### config.mk
export PLATFORM = sky130hd
export DESIGN_NAME = elk_shift_arb
export DESIGN_NICKNAME = d
export VERILOG_FILES = /design/src/rtl/elk_shift_pkg.sv /design/src/rtl/elk_shift_arb_barrel32.sv /design/src/rtl/elk_shift_arb.sv
export SDC_FILE = /design/constraint.sdc
export NUM_CORES = 1
export LEC_CHECK = 0
export CELL_PAD_IN_SITES_DETAIL_PLACEMENT = 0
export CELL_PAD_IN_SITES_GLOBAL_PLACEMENT = 2
export CORE_AREA = 2 2 199 201
export CTS_BUF_LIST = sky130_fd_sc_hd__clkbuf_4 sky130_fd_sc_hd__clkbuf_8
export DETAILED_ROUTE_END_ITERATION = 12
export DIE_AREA = 0 0 201 203
export PLACE_DENSITY_LB_ADDON = 0.1
export SYNTH_ARGS = -nofsm -noshare
export SYNTH_HDL_FRONTEND = slang
export SYNTH_SLANG_ARGS = --single-unit
### constraint.sdc
create_clock -name clk -period 15 [get_ports clk]
set_input_delay 2.25 -clock clk [delete_from_list [all_inputs] [get_ports clk]]
set_output_delay 2.25 -clock clk [all_outputs]
set_load 0.005 [all_outputs]
### src/rtl/elk_shift_pkg.sv
// elk_shift_pkg: shared types, register map and rotator control helpers
// for the shared shift arbiter.
package elk_shift_pkg;

  // Shift operation encoding as presented on req_op.
  typedef enum logic [1:0] {
    ROR = 2'b00,
    ROL = 2'b01,
    SRL = 2'b10,
    SLL = 2'b11
  } shop_t;

  // Arbiter sequencing states.
  typedef enum logic [1:0] {
    ARB  = 2'b00,
    EXEC = 2'b01,
    RESP = 2'b10
  } state_t;

  // Slot register map, decoded on addr[1:0].
  localparam logic [1:0] ADDR_CTRL   = 2'd0;
  localparam logic [1:0] ADDR_STATUS = 2'd1;
  localparam logic [1:0] ADDR_OPCNT  = 2'd2;
  localparam logic [1:0] ADDR_RSVD   = 2'd3;

  // Rotate-right amount for the shared rotator; left ops use (32-amt) mod 32.
  function automatic logic [4:0] rot_sel(input shop_t op, input logic [4:0] amt);
    logic [4:0] sel;
    case (op)
      ROL, SLL: sel = 5'd0 - amt;
      default:  sel = amt;
    endcase
    return sel;
  endfunction

  // Mask that turns a rotate into a logical shift by clearing wrapped bits.
  function automatic logic [31:0] keep_mask(input shop_t op, input logic [4:0] amt);
    logic [31:0] m;
    case (op)
      SRL:     m = 32'hFFFF_FFFF >> amt;
      SLL:     m = 32'hFFFF_FFFF << amt;
      default: m = 32'hFFFF_FFFF;
    endcase
    return m;
  endfunction

endpackage

### src/rtl/elk_shift_arb_barrel32.sv
// barrel32: 32-bit rotate-right by Sel, built as five log2 stages.
module barrel32 (
  input  logic [31:0] Data_IN,
  input  logic [4:0]  Sel,
  output logic [31:0] Data_OUT
);

  logic [31:0] s0_s;
  logic [31:0] s1_s;
  logic [31:0] s2_s;
  logic [31:0] s3_s;

  // Each stage rotates right by a power of two when its Sel bit is set.
  always_comb begin
    s0_s     = Sel[0] ? {Data_IN[0],    Data_IN[31:1]} : Data_IN;
    s1_s     = Sel[1] ? {s0_s[1:0],     s0_s[31:2]}    : s0_s;
    s2_s     = Sel[2] ? {s1_s[3:0],     s1_s[31:4]}    : s1_s;
    s3_s     = Sel[3] ? {s2_s[7:0],     s2_s[31:8]}    : s2_s;
    Data_OUT = Sel[4] ? {s3_s[15:0],    s3_s[31:16]}   : s3_s;
  end

endmodule

### src/rtl/elk_shift_arb.sv
// elk_shift_arb: round-robin sharing of one barrel rotator among NREQ
// requesters, one op in flight (ARB -> EXEC -> RESP), with a small slot
// register block for enable/mask control, status and a completed-op count.
module elk_shift_arb
  import elk_shift_pkg::*;
#(
  parameter int NREQ = 4
) (
  input  logic                 clk,
  input  logic                 reset,
  input  logic                 cs,
  input  logic                 read,
  input  logic                 write,
  input  logic [4:0]           addr,
  input  logic [31:0]          wr_data,
  output logic [31:0]          rd_data,
  input  logic [NREQ-1:0]      req_valid,
  output logic [NREQ-1:0]      req_ready,
  input  logic [NREQ*32-1:0]   req_data,
  input  logic [NREQ*5-1:0]    req_amt,
  input  logic [NREQ*2-1:0]    req_op,
  output logic [NREQ-1:0]      rsp_valid,
  input  logic [NREQ-1:0]      rsp_ready,
  output logic [31:0]          rsp_data
);

  localparam int IW = $clog2(NREQ);

  state_t            state_q;
  logic [IW-1:0]     rr_ptr_q;
  logic [IW-1:0]     idx_q;
  logic [IW-1:0]     last_idx_q;
  logic [31:0]       data_q;
  logic [4:0]        amt_q;
  shop_t             op_q;
  logic [NREQ-1:0]   rsp_valid_q;
  logic [31:0]       rsp_data_q;
  logic              en_q;
  logic [NREQ-1:0]   mask_q;
  logic [31:0]       opcnt_q;
  logic [31:0]       opcnt_d;
  logic [31:0]       rd_data_q;

  logic [NREQ-1:0]   elig_s;
  logic              win_found_s;
  logic [IW-1:0]     win_idx_s;
  logic [IW-1:0]     rr_next_s;
  logic [NREQ-1:0]   idx_onehot_s;
  logic [4:0]        sel_s;
  logic [31:0]       rot_s;
  logic [31:0]       result_s;
  logic              rsp_done_s;
  logic              wr_opcnt_s;
  logic [31:0]       status_s;
  logic [31:0]       ctrl_s;
  logic              unused_s;

  // Upper address bits and unmapped write-data bits carry no meaning.
  assign unused_s = ^{addr[4:2], wr_data};

  // Round-robin pick: first eligible requester at or above rr_ptr, wrapping.
  always_comb begin : pick
    int unsigned j;
    if (en_q) begin
      elig_s = req_valid & mask_q;
    end else begin
      elig_s = '0;
    end
    win_found_s = 1'b0;
    win_idx_s   = '0;
    for (int k = 0; k < NREQ; k++) begin
      j = int'(rr_ptr_q) + k;
      if (j >= NREQ) begin
        j = j - NREQ;
      end else begin
        j = j;
      end
      if (!win_found_s && elig_s[j]) begin
        win_found_s = 1'b1;
        win_idx_s   = IW'(j);
      end else begin
        win_idx_s   = win_idx_s;
      end
    end
    if (win_idx_s == IW'(NREQ - 1)) begin
      rr_next_s = '0;
    end else begin
      rr_next_s = win_idx_s + IW'(1);
    end
  end

  // Grant is combinational and only offered in ARB outside reset.
  always_comb begin
    req_ready = '0;
    if (!reset && (state_q == ARB) && win_found_s) begin
      req_ready[win_idx_s] = 1'b1;
    end else begin
      req_ready = '0;
    end
  end

  // One-hot of the op owner, used when raising the response.
  always_comb begin
    idx_onehot_s        = '0;
    idx_onehot_s[idx_q] = 1'b1;
  end

  // Rotator control and logical-shift masking of the rotated operand.
  always_comb begin
    sel_s    = rot_sel(op_q, amt_q);
    result_s = rot_s & keep_mask(op_q, amt_q);
  end

  barrel32 u_rot (
    .Data_IN  (data_q),
    .Sel      (sel_s),
    .Data_OUT (rot_s)
  );

  // Completion handshake and op-counter next value; a register write wins over an increment.
  always_comb begin
    rsp_done_s = (state_q == RESP) && rsp_ready[idx_q];
    wr_opcnt_s = cs && write && (addr[1:0] == ADDR_OPCNT);
    if (wr_opcnt_s) begin
      opcnt_d = 32'd0;
    end else if (rsp_done_s) begin
      opcnt_d = opcnt_q + 32'd1;
    end else begin
      opcnt_d = opcnt_q;
    end
  end

  // Read views of CTRL and STATUS.
  always_comb begin
    ctrl_s               = '0;
    ctrl_s[0]            = en_q;
    ctrl_s[8 +: NREQ]    = mask_q;
    status_s             = '0;
    status_s[0]          = (state_q != ARB);
    status_s[4 +: IW]    = last_idx_q;
    status_s[8 +: NREQ]  = req_valid;
  end

  // Op sequencer: arbitrate, execute on the rotator, hold the response until accepted.
  always_ff @(posedge clk or posedge reset) begin
    if (reset) begin
      state_q     <= ARB;
      rr_ptr_q    <= '0;
      idx_q       <= '0;
      last_idx_q  <= '0;
      data_q      <= 32'd0;
      amt_q       <= 5'd0;
      op_q        <= ROR;
      rsp_valid_q <= '0;
      rsp_data_q  <= 32'd0;
    end else begin
      case (state_q)
        ARB: begin
          if (win_found_s) begin
            idx_q      <= win_idx_s;
            last_idx_q <= win_idx_s;
            data_q     <= req_data[32*win_idx_s +: 32];
            amt_q      <= req_amt[5*win_idx_s +: 5];
            op_q       <= shop_t'(req_op[2*win_idx_s +: 2]);
            rr_ptr_q   <= rr_next_s;
            state_q    <= EXEC;
          end else begin
            state_q    <= ARB;
          end
        end
        EXEC: begin
          rsp_data_q  <= result_s;
          rsp_valid_q <= idx_onehot_s;
          state_q     <= RESP;
        end
        RESP: begin
          if (rsp_done_s) begin
            rsp_valid_q <= '0;
            state_q     <= ARB;
          end else begin
            state_q     <= RESP;
          end
        end
        default: begin
          rsp_valid_q <= '0;
          state_q     <= ARB;
        end
      endcase
    end
  end

  // Slot register writes and the completed-op counter.
  always_ff @(posedge clk or posedge reset) begin
    if (reset) begin
      en_q    <= 1'b1;
      mask_q  <= '1;
      opcnt_q <= 32'd0;
    end else begin
      opcnt_q <= opcnt_d;
      if (cs && write) begin
        case (addr[1:0])
          ADDR_CTRL: begin
            en_q   <= wr_data[0];
            mask_q <= wr_data[8 +: NREQ];
          end
          default: begin
            en_q   <= en_q;
            mask_q <= mask_q;
          end
        endcase
      end else begin
        en_q   <= en_q;
        mask_q <= mask_q;
      end
    end
  end

  // Registered read port; captures pre-write contents on a simultaneous write.
  always_ff @(posedge clk or posedge reset) begin
    if (reset) begin
      rd_data_q <= 32'd0;
    end else if (cs && read) begin
      case (addr[1:0])
        ADDR_CTRL:   rd_data_q <= ctrl_s;
        ADDR_STATUS: rd_data_q <= status_s;
        ADDR_OPCNT:  rd_data_q <= opcnt_q;
        default:     rd_data_q <= 32'd0;
      endcase
    end else begin
      rd_data_q <= rd_data_q;
    end
  end

  assign rd_data   = rd_data_q;
  assign rsp_valid = rsp_valid_q;
  assign rsp_data  = rsp_data_q;

endmodule

==> results of run 1 <==
==> flip-flops by register name, summed over array words and instances (netlist names) <==
signal	flops
mask_q	4
op_q	2
rsp_valid	4
opcnt_q	32
en_q	1
rd_data	32
last_idx_q	2
amt_q	5
data_q	32
state_q	2
rsp_data	32
rr_ptr_q	2
==> final cells by class <==
type / instances / share of cell area [%]
flip-flops and latches: 150 / 29.2
clock buffers: 17 / 1.82
clock inverters: 15 / 1.51
multi-input cells: 744 / 41.9
inverters: 16 / 0.505
repair buffers: 261 / 20.0
well taps: 518 / 5.04
==> metal layers <==
| metal | wire length, microns | global-route usage, % | vias to the layer above |
|---|---|---|---|
| met5 | 0 | 0 | - |
| met1 | 16000 | 22.6 | 4212 |
| met3 | 1250 | 2.78 | 18 |
| li1 | - | - | 4112 |
| met4 | 359 | 3.97 | 0 |
| met2 | 19200 | 32.2 | 191 |
==> tightest hold or removal path, stage by stage, from the launching register on <==
cell and delay (ns):
dfrtp_1 0.35, nand2_1 0.04, o21ai_0 0.05
==> cell usage in the layout, fill, tap and decap left out, types with 4 or more instances in the layout <==
master,synthesis,routed
o31ai_1,5,5
a21oi_1,27,27
nor3_1,10,10
and4_1,4,4
buf_4,0,14
nand2_1,129,129
inv_1,16,15
ha_1,9,9
o221ai_1,60,60
clkbuf_8,0,17
a22o_1,25,25
o211ai_1,10,10
o21ai_0,28,28
xor2_1,18,18
nand4_1,9,9
inv_6,0,6
nand3_1,13,13
a211oi_1,5,5
or3_1,6,6
and3_1,12,12
o22ai_1,50,50
o2111ai_1,7,7
mux4_2,8,8
clkdlybuf4s50_1,0,247
xnor2_1,13,13
nor2_1,75,74
dfstp_2,5,5
dfrtp_1,145,145
nor2b_1,7,7
mux2_2,38,38
mux2i_1,140,140
==> logic make-up (layout without fill, tap and decap cells) <==
family | Yosys count | in the layout | share of synthesized area, %
simple gates | 282 | 282 | 13.2
compound gates | 234 | 234 | 17.8
mux | 187 | 187 | 21.2
flops | 150 | 150 | 39.4
buf+inv | 90 | 309 | 4.26
xor+xnor | 32 | 32 | 3.02
fa+ha+maj | 9 | 9 | 1.18
==> worst paths after layout <==
kind / from / to
max: req_valid[3] / req_ready[3]
min in group asynchronous: reset / rsp_data[15]
max in group asynchronous: reset / opcnt_q[8]
max reg2reg: amt_q[0] / rsp_data[5]
min: rd_data[11] / rd_data[11]
min reg2reg: rd_data[11] / rd_data[11]
==> power groups by stage <==
stage / registers, mW / logic, mW / clock network, mW
6_report: 0.649 / 1.62 / 0.355
5_1_grt: 0.671 / 1.76 / 0.389
4_1_cts: 0.654 / 1.64 / 0.369
3_5_place_dp: 0.662 / 1.63 / 0
3_3_place_gp: 0.662 / 1.64 / 0
2_1_floorplan: 0.585 / 1.14 / 0
==> stage by stage <==
stage	setup slack [ns]	area, sq um	total power [mW]	hold slack (ns)	util, %
detailed placement	7.90	12400	2.30	0.471	32.4
finish	7.95	12900	2.63	0.482	33.5
CTS	7.90	12900	2.67	0.493	33.5
floorplan	6.86	9540	1.72	0.473	-
global placement	7.90	12400	2.30	0.465	32.4
global route	7.73	12900	2.82	0.510	33.5
==> out/results.ini, run 1 <==
[outcome]
status=finished clean

[pwr]
p_sw_share_pct=48.7
p_leak_nw=5.59
power.switching_mw=1.28
comb_power_share_pct=61.8
p_int_mw=1.35
clock_power_share_pct=13.5
peakVddDrop_mv=0.0781
powerDensity_nw_per_um2=204
seqPwrFrac_pct=24.7

[placed_design]
routabilityCongestion=0.806
portBuffers=247
dp_cells=1689
dp_hpwl_microns=27700

[logic_synthesis]
synthesis.nets=1199
synth_common_cells=dfrtp_1, mux2i_1, nand2_1
yosys_most_used_dff=dfrtp_1
ys_types=52
syn_area_per_cell_sq_um=9.70
async_flop_share_pct=100
synth-seq-area-share_pct=39.4
synth_area_sq_um=9540
synth_area_leaders=dfrtp_1, mux2i_1, o221ai_1
ys_warn_count=0
synthCells=984
synth_most_common_cell=dfrtp_1
synth_top_area_share_pct=38.0
synth_top_area_cell=dfrtp_1
yosys_register_bits=150
synth_edf_count=0

[clock_network]
clock-sinks=150
postCtsSetupRepairBufs=0
clkSlewWorstSetupHoldPaths_ns=0.09
numCtsBuffers=17
cts_tree=done
clockRootBuffer=clkbuf_8
clk_latency_ns=0.50
post_cts_resized=0
clock_path_buffers=2
hold_buffers=0
htree_num_levels=4

[global_route]
grt_max_degree=66
grt_antenna_before_repair=0
grt_pass1_wl_microns=55200
grt_pass1_vias=8617
grt_util_all_layers_pct=17.9
overflow=0

[floorplanning]
core_area_sq_um=38500
die_w_microns=201
initial_core_util_pct=24.8
placementRows=72
die_h_microns=203
io_pins=278
dieArea_sq_um=40800

[drt]
drc_errors=0
via_count=8533
wirelength_microns=36900
viasPerCell=4.96
wl_per_cell_microns=21.4
ant_nets=0
drtIter0Drc=470
drt-pass1-iter-count=4

[layout]
syn_to_final_growth_pct=34.9
final-seq-area_sq_um=3760
layout.cells.non_filler=1721
nFillCells=4020
antennaDiodeCount=0
multiInputGateArea_sq_um=5390
drive_gt1_share_pct=9.31
fin_nets=1405

[worst_setup_path]
path_max_fanout=10
slowest_delay_ns=0.85
critPathLaunchType=primary input
worstSetupPathType=in -> out
path_cells=clkdlybuf4s50_1 -> nand2_1 -> a21oi_1 -> o211ai_1 -> inv_1 -> ha_1 -> and3_1 -> clkdlybuf4s50_1
crit_arrival_ns=4.80
crit_family=buffers and inverters
path_buf_inv=3
crit_slowest_cell=o211ai_1
worstRegToRegCells=8
reg2reg_slack_ns=10.89
path_depth=8
path_common_cell=clkdlybuf4s50_1
required_ns=12.75
critPathCaptureType=primary output

[timing]
hold_viol_final=0
clock-skew-final_ns=0.0147
fmax_ghz=0.142
fin_setup_tns_ns=0
grt_setup_unrepaired=false
max_slew_margin_pct=27.7
worst_pin_slew_ns=1.08
setup_viol=0
final_period_minus_worst_setup_slack_ns=7.05
drv_slew=0
fin_crit_sh_pct=47.0

[flow_run]
maxCapViolCount=0

[worst_hold_path]
hp-class=reg -> reg
hold_path_depth=2

(Power assumes the default switching activity.)
==> run 2, diff against run 1 <==
==> constraint.sdc (replaced) <==
create_clock -name clk -period 5.89 [get_ports clk]
set_input_delay 0.8835 -clock clk [delete_from_list [all_inputs] [get_ports clk]]
set_output_delay 0.8835 -clock clk [all_outputs]
set_load 0.005 [all_outputs]
==> run 2 against run 1 <==
Power grew to 2.6 times the previous value. Clock skew grew 0.0060 ns. Final cell count grew 0.12%. Clock power grew to 2.6 times the previous value. Clock-buffer cell count grew 1. Critical path type unchanged. Largest cell class unchanged.
==> out/results.ini, run 2 (synthesis gave the netlist of run 1 again) <==
[pwr]
total_power_mw=6.71
powerDensity_nw_per_um2=520
peakVddDrop_mv=0.232
seqPwrFrac_pct=24.4
p_int_mw=3.45
power.switching_mw=3.26
comb_power_share_pct=61.9
p_sw_share_pct=48.5
clock_power_share_pct=13.7
p_leak_nw=5.60

[floorplanning]
placementRows=72
initial_core_util_pct=24.8
dieArea_sq_um=40800
io_pins=278
die_w_microns=201
die_h_microns=203
core_area_sq_um=38500

[drt]
viasPerCell=4.96
dr_wl_met2_microns=18900
wl_per_cell_microns=21.6
routed.top_layer=met4
wl_met3_microns=1510
via_count=8538
drt-pass1-iter-count=5
drc_errors=0
m1WireLength_microns=16100
drtIter0Drc=545
ant_nets=0
wirelength_microns=37200

[worst_hold_path]
hold_path_depth=2
hp-class=reg -> reg
holdPathEnd=rsp_data[16]
min-delay-start=rsp_data[16]

[global_route]
grt_antenna_before_repair=0
overflow=0
grt_pass1_wl_microns=55700
grt_util_all_layers_pct=18.0
grt_max_degree=55
grt_pass1_vias=8869

[timing]
max_slew_margin_pct=29.3
final_period_minus_worst_setup_slack_ns=4.02
worst_pin_slew_ns=1.06
clock-skew-final_ns=0.0207
fmax_ghz=0.249
drv_slew=0
grt_setup_unrepaired=false
hold_viol_final=0
fin_setup_tns_ns=0
fin_crit_sh_pct=68.2
setup_viol=0

[clock_network]
cts_tree=done
clockRootBuffer=clkbuf_8
post_cts_resized=0
clock-sinks=150
hold_buffers=0
clock_path_buffers=2
postCtsSetupRepairBufs=0
htree_num_levels=4
clkSlewWorstSetupHoldPaths_ns=0.10
clk_latency_ns=0.49
numCtsBuffers=17

[worst_setup_path]
critPathLaunchType=primary input
worstSetupPathType=in -> out
critPathCaptureType=primary output
reg2reg_slack_ns=2.28
r2r-end=rsp_data[16]
r2r_start=amt_q[0]
path_max_fanout=5
required_ns=5.01
crit_arrival_ns=3.13
worstRegToRegCells=8

[outcome]
status=finished clean

[layout]
syn_to_final_growth_pct=35.1
drive_gt1_share_pct=9.46
layout_common_cells=clkdlybuf4s50_1, dfrtp_1, mux2i_1
final_common_cell=clkdlybuf4s50_1
antennaDiodeCount=0
fin_nets=1407

[placed_design]
dp_hpwl_microns=27700
routabilityCongestion=0.790
portBuffers=247

[flow_run]
maxCapViolCount=0

==> run 2: metal layers <==
metal	up-vias	GRT usage [%]
li1	4127	-
met1	4209	22.6
met2	176	31.4
met3	26	3.79
met4	0	4.95
met5	-	0
==> run 2: through the flow <==
step | setup slack (ns) | hold slack, ns | utilization (%) | instance area, sq um | std cells
5_1_grt | 1.71 | 0.525 | 33.5 | 12900 | 1723
6_report | 1.87 | 0.492 | 33.5 | 12900 | 1723
3_5_place_dp | 1.87 | 0.474 | 32.4 | 12500 | 1691
4_1_cts | 1.87 | 0.497 | 33.5 | 12900 | 1723
3_3_place_gp | 1.88 | 0.471 | 32.4 | 12500 | 1691
2_1_floorplan | 0.482 | 0.473 | - | 9540 | 984
==> run 2: worst max-delay path by stage <==
stage	start	end
after global routing	req_valid[3]	req_ready[2]
after detailed placement	req_valid[3]	req_ready[2]
after global placement	req_valid[3]	req_ready[2]
after floorplan	reset	req_ready[0]
after CTS	req_valid[3]	req_ready[2]
final	req_valid[1]	req_ready[3]
==> run 2: cell type report <==
class | instances | area [sq um]
multi-input combinational | 744 | 5390
timing repair buffer | 263 | 2590
clock inverter | 14 | 189
inverter | 16 | 65.1
sequential | 150 | 3760
tap | 518 | 648
clock buffer | 18 | 248
fill | 4018 | 25600
==> run 2: worst max-delay path: stages <==
cell and delay, ns:
clkdlybuf4s50_1 0.49, nand2_1 0.12, nor3b_1 0.16, a211oi_1 0.26, o211ai_1 0.25, inv_1 0.15, ha_1 0.15, and3_1 0.14
clkdlybuf4s50_1 0.52
==> run 2: power by group through the flow <==
stage | clock (mW) | combinational, mW | sequential, mW
floorplan | 0 | 2.90 | 1.49
detailed placement | 0 | 4.18 | 1.67
global placement | 0 | 4.20 | 1.67
CTS | 0.959 | 4.21 | 1.65
finish | 0.917 | 4.15 | 1.64
global route | 1.01 | 4.51 | 1.69
==> run 3, diff against run 2 <==
==> constraint.sdc (replaced) <==
create_clock -name clk -period 3.7 [get_ports clk]
set_input_delay 0.555 -clock clk [delete_from_list [all_inputs] [get_ports clk]]
set_output_delay 0.555 -clock clk [all_outputs]
set_load 0.005 [all_outputs]
==> run 3 against run 2 <==
Register-to-register slack worse by 1.5 ns. Hold slack worse by 0.011 ns. Sequential power up 54%. Critical endpoint unchanged.
==> out/results.ini, run 3 (synthesis gave the netlist of run 1 again) <==
[drt]
drc_errors=0
ant_nets=0
drtIter0Drc=657
wirelength_microns=37300
wl_per_cell_microns=21.5
via_count=8634
viasPerCell=4.98
drt-pass1-iter-count=5

[timing]
setup_viol=0
final_period_minus_worst_setup_slack_ns=3.36
grt_setup_unrepaired=false
fin_crit_sh_pct=90.8
drv_slew=0
fin_setup_tns_ns=0
hold_viol_final=0
clock-skew-final_ns=0.0207
worst_pin_slew_ns=0.852
max_slew_margin_pct=41.7
fmax_ghz=0.298

[floorplanning]
initial_core_util_pct=24.8
core_area_sq_um=38500
placementRows=72
die_w_microns=201
dieArea_sq_um=40800
io_pins=278
die_h_microns=203

[global_route]
grt_pass1_wl_microns=55700
grt_antenna_before_repair=0
grt_util_all_layers_pct=18.0
use_met2_pct=31.3
use_met3_pct=3.96
grt_max_degree=144
grt_pass1_vias=8754
overflow=0
met1_usage_pct=22.8
top_usage_layer=met2

[worst_setup_path]
path_cells=clkdlybuf4s50_1 -> nand2_1 -> nor3b_1 -> a211oi_1 -> o211ai_1 -> inv_1 -> ha_1 -> and3_1 -> clkdlybuf4s50_1
path_common_cell=clkdlybuf4s50_1
crit_arrival_ns=2.80
crit_slowest_cell=clkdlybuf4s50_1
slowest_delay_ns=0.51
path_max_fanout=5
worstSetupPathType=in -> out
crit_family=buffers and inverters
critPathLaunchType=primary input
path_buf_inv=3
critPathCaptureType=primary output
required_ns=3.14

[placed_design]
routabilityCongestion=0.805
portBuffers=247
dp_hpwl_microns=28100
placed_cell_area_sq_um=12600

[pwr]
p_leak_nw=5.65
total_power_mw=10.8
powerDensity_nw_per_um2=831
peakVddDrop_mv=0.384

[flow_run]
maxCapViolCount=0

[layout]
final-seq-area_sq_um=3760
drive_gt1_share_pct=10.2
fin_nets=1417
final_common_cell=clkdlybuf4s50_1
final_util_pct=33.8
multiInputGateArea_sq_um=5390
layout_common_cells=clkdlybuf4s50_1, dfrtp_1, mux2i_1
antennaDiodeCount=0
final_area_sq_um=13000
nFillCells=4029
syn_to_final_growth_pct=36.1

[clock_network]
clock-sinks=150
htree_num_levels=4
numCtsBuffers=17
cts_tree=done
clk_latency_ns=0.50
clkSlewWorstSetupHoldPaths_ns=0.10
post_cts_resized=0
clock_path_buffers=2
clockRootBuffer=clkbuf_8
postCtsSetupRepairBufs=0
hold_buffers=0

[worst_hold_path]
hp-class=in -> async

[outcome]
status=finished clean

run 3: cell types whose count changed in the layout (fill, tap and decap cells not counted), sizes merged:
cell | previous run | this run
clkinvlp | 1 | 2
clkbuf | 18 | 17
clkinv | 3 | 4
bufinv | 3 | 2
buf | 16 | 26
run 3: final timing paths:
kind	slack, ns	start	end	cells past startpoint
max	0.34	req_valid[1]	req_ready[3]	9
min	0.48	reset	rd_data[8]	2
max reg2reg	0.79	amt_q[1]	rsp_data[15]	9
min reg2reg	0.49	rsp_valid[2]	rsp_valid[2]	2
max in group asynchronous	2.09	reset	rsp_data[24]	3
min in group clk	0.49	rsp_valid[2]	rsp_valid[2]	2
run 3: area by class of cell:
class                           count  share of cell area (%)
Clock buffer                       17                    1.80
Sequential cell                   150                    28.9
Inverter                           16                   0.491
Tap cell                          518                    4.99
Multi-Input combinational cell    744                    41.5
Clock inverter                     15                    1.42
Timing Repair Buffer              273                    20.8
run 3: power breakdown:
| group | leakage [nW] | internal (mW) | switching (mW) |
|---|---|---|---|
| registers | 1.97 | 2.07 | 0.463 |
| logic | 3.47 | 2.83 | 4.02 |
| clock network | 0.210 | 0.629 | 0.783 |
run 3: metal layers:
layer	vias to the layer above	wire [microns]
met3	25	1690
met1	4261	16100
met5	-	0
met4	0	529
met2	228	19000
li1	4120	-
run 3: metrics by stage:
stage / hold WS [ns] / worst slack [ns] / cells
2_1_floorplan: 0.473 / -0.0462 / 984
3_3_place_gp: 0.465 / 0.347 / 1701
3_5_place_dp: 0.474 / 0.320 / 1701
4_1_cts: 0.498 / 0.290 / 1733
5_1_grt: 0.483 / 0.154 / 1733
6_report: 0.481 / 0.342 / 1733
